**src/rtl/flt_coef_seq_pkg.sv**
```systemverilog
// Shared types and constants for the floating-point coefficient sequencer.
// Holds the FSM state enum, operand class codes and ROM address map.
package flt_coef_seq_pkg;

    typedef enum logic [1:0] {
        ST_IDLE = 2'd0,
        ST_RUN  = 2'd1,
        ST_SPEC = 2'd2
    } state_t;

    typedef enum logic [1:0] {
        CLS_NORMAL = 2'b00,
        CLS_ZERO   = 2'b01,
        CLS_INF    = 2'b10,
        CLS_NAN    = 2'b11
    } in_class_t;

    localparam logic [3:0] ADDR_COEF_BASE   = 4'd0;
    localparam logic [3:0] ADDR_INF_RESULT  = 4'd7;
    localparam logic [3:0] ADDR_ZERO_RESULT = 4'd8;
    localparam logic [3:0] ADDR_NAN_RESULT  = 4'd9;

    // First ROM address to fetch for a given operand class
    function automatic logic [3:0] start_addr(input logic [1:0] cls);
        logic [3:0] a;
        unique case (cls)
            CLS_NORMAL: a = ADDR_COEF_BASE;
            CLS_ZERO:   a = ADDR_ZERO_RESULT;
            CLS_INF:    a = ADDR_INF_RESULT;
            CLS_NAN:    a = ADDR_NAN_RESULT;
            default:    a = ADDR_COEF_BASE;
        endcase
        return a;
    endfunction

endpackage

```
**src/rtl/floating_point_coef_seq.sv**
```systemverilog
// Coefficient fetch sequencer driving an external registered-output ROM.
// FLT_COEF_SEQ_SPECIAL_EN enables class decoding and the special-result beat.
module floating_point_coef_seq
    import flt_coef_seq_pkg::*;
#(
    parameter int EXP_WIDTH = 8,
    parameter int MAN_WIDTH = 23,
    parameter int NUM_COEF  = 7
) (
    input  logic       clk,
    input  logic       rst,
    input  logic       in_valid,
    output logic       in_ready,
    input  logic [1:0] in_class,
    output logic [3:0] rom_rd_addr,
    output logic       coef_valid,
    input  logic       coef_ready,
    output logic [3:0] coef_idx,
    output logic       coef_first,
    output logic       coef_last,
    output logic       coef_special,
    output logic       busy
);

    localparam logic [3:0] LAST_IDX = 4'(NUM_COEF - 1);
    localparam int word_width_unused = 1 + EXP_WIDTH + MAN_WIDTH;

    state_t     state_q;
    state_t     state_d;
    logic [3:0] idx_q;
    logic [3:0] start_w;
    logic       spec_start;
    logic       accept;
    logic       xfer;
    logic       last_beat;

`ifdef FLT_COEF_SEQ_SPECIAL_EN
    assign start_w    = start_addr(in_class);
    assign spec_start = (in_class != CLS_NORMAL);
`else
    logic class_unused;
    assign class_unused = ^in_class;
    assign start_w      = ADDR_COEF_BASE;
    assign spec_start   = 1'b0;
`endif

    assign in_ready  = rst | (state_q == ST_IDLE);
    assign accept    = in_valid & in_ready & ~rst;
    assign xfer      = coef_valid & coef_ready;
    assign last_beat = (state_q == ST_SPEC) |
                       ((state_q == ST_RUN) & (idx_q == LAST_IDX));
    assign coef_idx  = idx_q;

    // State register
    always_ff @(posedge clk) begin
        if (rst) begin
            state_q <= ST_IDLE;
        end else begin
            state_q <= state_d;
        end
    end

    // Index register tracks the address whose data the ROM now presents
    always_ff @(posedge clk) begin
        if (rst) begin
            idx_q <= 4'd0;
        end else begin
            idx_q <= rom_rd_addr;
        end
    end

    // Next-state logic
    always_comb begin
        state_d = state_q;
        unique case (state_q)
            ST_IDLE: begin
                if (accept) begin
                    state_d = spec_start ? ST_SPEC : ST_RUN;
                end
            end
            ST_RUN, ST_SPEC: begin
                if (xfer && last_beat) begin
                    state_d = ST_IDLE;
                end
            end
            default: state_d = ST_IDLE;
        endcase
    end

    // Outputs and ROM address; a stall re-presents idx_q so dout holds
    always_comb begin
        rom_rd_addr  = 4'd0;
        coef_valid   = 1'b0;
        coef_first   = 1'b0;
        coef_last    = 1'b0;
        coef_special = 1'b0;
        busy         = 1'b0;
        if (!rst) begin
            unique case (state_q)
                ST_IDLE: begin
                    if (accept) begin
                        rom_rd_addr = start_w;
                    end
                end
                ST_RUN: begin
                    coef_valid = 1'b1;
                    busy       = 1'b1;
                    coef_first = (idx_q == ADDR_COEF_BASE);
                    coef_last  = (idx_q == LAST_IDX);
                    if (coef_ready && (idx_q < LAST_IDX)) begin
                        rom_rd_addr = idx_q + 4'd1;
                    end else begin
                        rom_rd_addr = idx_q;
                    end
                end
                ST_SPEC: begin
                    coef_valid  = 1'b1;
                    busy        = 1'b1;
                    coef_first  = 1'b1;
                    coef_last   = 1'b1;
`ifdef FLT_COEF_SEQ_SPECIAL_EN
                    coef_special = 1'b1;
`endif
                    rom_rd_addr = idx_q;
                end
                default: ;
            endcase
        end
    end

endmodule

```
**config.mk**
```make
export PLATFORM = sky130hd
export DESIGN_NAME = floating_point_coef_seq
export DESIGN_NICKNAME = d
export VERILOG_FILES = /design/src/rtl/flt_coef_seq_pkg.sv /design/src/rtl/floating_point_coef_seq.sv
export SDC_FILE = /design/constraint.sdc
export NUM_CORES = 1
export LEC_CHECK = 0
export CORE_AREA = 5 5 42 44
export CTS_BUF_LIST = sky130_fd_sc_hd__clkbuf_2 sky130_fd_sc_hd__clkbuf_4 sky130_fd_sc_hd__clkbuf_8
export DETAILED_ROUTE_END_ITERATION = 16
export DIE_AREA = 0 0 47 49
export PLACE_DENSITY = 0.55
export SLEW_MARGIN = 20
export SYNTH_ARGS = -nofsm -noshare
export SYNTH_HDL_FRONTEND = slang
export SYNTH_SLANG_ARGS = --single-unit
```
**constraint.sdc**
```tcl
create_clock -name clk -period 1.3 [get_ports clk]
set_input_delay 0.26 -clock clk [delete_from_list [all_inputs] [get_ports clk]]
set_output_delay 0.26 -clock clk [all_outputs]
set_load 0.01 [all_outputs]
```
---- After elaboration in Yosys (flattened, before gate mapping) ----
Index checks and enable logic that the tools add are counted.
word-level totals
  flip-flop bits (word level) ............. 6
  bits of input ports ..................... 6
  output and inout port bits .............. 14
operators by class
  add/subtract/negate cells ............... 1
  order comparisons ....................... 1
  equality and inequality tests ........... 5
  mux-type cells .......................... 12
  bitwise gates (word level) .............. 7
  reductions and logical operators ........ 6
operators with widths
  cell                                                                   count
  4-bit 2-to-1 mux                                                       2
  4-bit case mux with 2 select lines                                     1
  4-bit by 1-bit adder with 4-bit output, second input constant          1
  1-bit bitwise AND                                                      4
  4-bit by 3-bit equality test with 1-bit output, second input constant  1
  4-bit zero test                                                        1
  4-bit by 3-bit < comparator with 1-bit output, second input constant   1
  1-bit 2-to-1 mux                                                       4
  2-bit 2-to-1 mux                                                       2
  1-bit case mux with 2 select lines                                     2
  2-bit case mux with 2 select lines                                     1
  2-bit by 1-bit equality test with 1-bit output, second input constant  1
  2-bit equality test, second input constant                             1
  1-bit logical AND                                                      2
  2-bit zero test                                                        1
  2-bit by 1-bit != test with 1-bit output, second input constant        1
  2-bit != test, second input constant                                   1
  1-bit OR                                                               2
  2-bit AND reduction                                                    1
  2-bit OR reduction                                                     1
  1-bit NOT                                                              1

---- Longest topological paths before layout ----
  depth after elaboration ................. 8
  mapped depth ............................ 5
  mapped depth without buffers ............ 5

---- Worst setup path before layout ----
No wires, ideal clock.
  path type ............................... register to output
  start ................................... register idx_q[3], in the netlist coef_idx[3]
  end ..................................... output port rom_rd_addr[0]
  arrival time ............................ 1.119 ns
  required time ........................... 1.040 ns
  slack ................................... -0.079 ns
  stages on the path, launching flop included .. 4
  buffers on the path ..................... 0
  cell sequence ........................... dfxtp_1 -> nand2b_4 -> or3_1 -> a21oi_1
between the ends
  longest elaborated chain between the ends .. 5
RTL lines
  element                                        RTL line                        text
  start: declaration                             floating_point_coef_seq.sv:30   logic [3:0] idx_q;
  start signal: assignment                       floating_point_coef_seq.sv:68   idx_q <= rom_rd_addr;
  4-bit by 3-bit < comparator with 1-bit output  floating_point_coef_seq.sv:110  if (coef_ready && (idx_q < LAST_IDX)) begin
  1-bit logical AND                              floating_point_coef_seq.sv:110
  4-bit 2-to-1 mux                               floating_point_coef_seq.sv:110
  4-bit case mux with 2 select lines             floating_point_coef_seq.sv:99   unique case (state_q)
  4-bit 2-to-1 mux                               floating_point_coef_seq.sv:98   if (!rst) begin
  end: declaration                               floating_point_coef_seq.sv:15   output logic [3:0] rom_rd_addr,
No other way between the ends.

---- Worst setup path after layout ----
Ends and elaborated chain as after synthesis.

==> metrics <==
status=finished with violations; failing checks=negative setup slack; IO Port Bufs=16; residual DRC count=0; footprint of the multi-input gates=around 240 µm²; Compound-Gate Fraction of Synth Area=16.7%; CTS tree=built; layout cells sized above 1=between 60% and 70%; crit-path max cell delay=approximately 0.37 ns; via count=about 360; CP Buf/Inv Count=1; Worst Reg2Reg Path Length in Cells=7; number of CTS-inserted buffers=3; Worst EP arrival=roughly 1.3 ns; Die X=47 µm; Switching Share=26.2%; max-slew violation count=0; ANT nets after route=0; die height=just under 50 µm; critical path class=reg2out; ys async rst share=0%; hold-fix buffers at CTS=0; predominant post-synthesis flop cell=dfxtp_1; post-DR wirelength/cell=approximately 12 µm; initial antenna violation count=0; Register Area=roughly 110 µm²; clock transition at the registers of the reported paths=roughly 0.05 ns; hpwl dp=between 700 and 800 µm; hold path endpoint=state_q[0]; Finish-stage setup viols=6; Worst Setup SP=coef_idx[3]; ant diodes=0; Worst Setup Start Kind=register; die area=between 0.002 and 0.0025 mm²; max_cap viols=0; Distinct cells, synth=22; I/O pins=20; main combinational cell family by area after synthesis=simple AND/OR/NAND/NOR gates; fmax=~0.63 GHz; Comb pwr share=18.5%; RR Startpoint=coef_idx[0]; clk buf depth=2; Crit. End Element=primary output; Starting DRT DRC Count=3; Synth Area in XOR/XNOR=0%; placed cells=between 70 and 80; post-route cell area=slightly above 600 µm²; reg2reg end=state_q[0]; vias in the first global route=roughly 360; final period utilization=122%; Final nets=76; RSZ-0062 raised after global routing=true; CTS Sinks=5; largest net degree at the start of global routing=7; Initial DRT Pass Iterations=4; worst reg2reg setup slack=0.05 ns; CTS Root Cell=clkbuf_4; largest fanout on the critical path=4; synth-to-layout area growth=97.6%; Post-synth EDFFs=0; Initial Utilization=around 22%; Net Count, Synth=47; post-CTS setup repair buffer count=0; total grt overflow=0; post-synthesis adder-cell area fraction=a little under an eighth; final wirelength=slightly below 1 mm; mux cell area share after synthesis=0%; PD cells=roughly 670 mW/mm²; leakage=0.304 nW; GRT Overall Usage=9.85%; Placed Area=566 µm²; global-route wire length before repair=around 1.6 mm; Filler cells=between 150 and 200; final setup skew=0.00601 ns; Hold Path Depth=2; CP delay by family, top=simple AND/OR/NAND/NOR gates; post-route setup slack=-0.283 ns; register share of total power=a little under two fifths; Clock Latency Late Sink=0.25 ns; Hold Path Class=in2reg; Cell Area, Synth=around 310 µm²; HP Start=rst; RD Place Congestion=~0.75; Psw=between 0.0001 and 0.00015 W; Simple-Gate Fraction of Synth Area=28.3%; clock share of power=between 40% and 50%; Final Util=44.3%; Pwr Total=0.000418 W; internal power=roughly 0.00031 W; critical-path cell list=nand2b_4, or3_4, a21oi_2, buf_2; standard-cell rows=14; data required time of the worst path=approximately 1.0 ns; most frequent cells in the layout=8 x buf_2, 8 x buf_4, 4 x dlygate4sd2_1, 4 x buf_6; synthesized instance count=38; Tmin final=1.58 ns; final std cells w/o fill=slightly above 80; Seq/Total Area, Yosys=a little under a third; setup TNS=-1.06 ns; Synthesis Warnings=0; CP max-delay cell=or3_4; vias per cell=around 4.4; core area=approximately 0.0014 mm²; H-Tree Depth=1; syn avg cell area=8.26 µm²; Final Hold Viols=0; Synth Register Bits=5; worst vdd ir=approximately 0.19 mV
## cell type report
cell class	count	share of cell area, %
Clock buffer	3	3.63
Clock inverter	1	0.806
Inverter	3	2.22
Multi-Input combinational cell	27	38.3
Sequential cell	5	17.9
Tap cell	16	3.23
Timing Repair Buffer	27	33.9
## worst reg2reg max path, delay by kind of cell (launching register included)
family | cells | cell delay [ns]
AOI/OAI and AO/OA | 1 | 0.20
adders and majority gates | 1 | 0.18
buffers and inverters | 3 | 0.29
DFF | 1 | 0.36
and+or+nand+nor | 2 | 0.11
## how the worst max path moves through the flow
stage | to | depth (start not counted)
final | rom_rd_addr[0] | 4
after global routing | rom_rd_addr[0] | 4
after CTS | rom_rd_addr[0] | 4
after detailed placement | rom_rd_addr[0] | 5
after global placement | rom_rd_addr[0] | 5
after floorplan | coef_first | 3
## cell families after synthesis
group | count (synthesis)
compound gates | 9
fa+ha+maj | 3
buf+inv | 6
flops | 5
other cells | 1
simple gates | 14
## repair_timing
item / 4_1_cts / 5_1_grt
pin swaps: 5 / 4
resized for setup: 59 / 10
setup endpoints to repair: 15 / 9
## Yosys cell counts, types with 2 or more instances
| master | number | area [µm²] |
|---|---|---|
| and2_1 | 2 | 12.5 |
| nand2_1 | 2 | 7.51 |
| nor2_1 | 3 | 11.3 |
| buf_4 | 2 | 15.0 |
| dfxtp_1 | 5 | 100 |
| a21oi_1 | 5 | 25.0 |
| ha_1 | 3 | 37.5 |
| inv_1 | 2 | 7.51 |
## per-stage QoR
stage / hold WS [ns] / setup slack, ns
3_3_place_gp: 0.497 / -0.856
5_1_grt: 0.318 / -0.329
2_1_floorplan: 0.333 / -0.00735
4_1_cts: 0.291 / -0.300
6_report: 0.292 / -0.283
3_5_place_dp: 0.500 / -0.875
## routing by layer
layer	GRT usage (%)	share of wire (%)	vias to the layer above
met1	12.9	41	162
met5	0	0	-
met3	1.11	6.1	2
met4	6.91	1.9	0
met2	14.3	51	13
li1	-	-	180
## registers in the layout, summed over array words and instances, names as in the netlist
signal,count
coef_idx,4
state_q,1
## power by group through the flow
stage	clock network [W]	logic (W)	registers [W]
2_1_floorplan	0	0.0000336	0.000163
3_3_place_gp	0	0.0000727	0.000163
3_5_place_dp	0	0.0000734	0.000163
4_1_cts	0.000192	0.0000740	0.000159
5_1_grt	0.000194	0.0000846	0.000159
6_report	0.000182	0.0000772	0.000159
No activity file was read; power rests on OpenSTA's default activity.
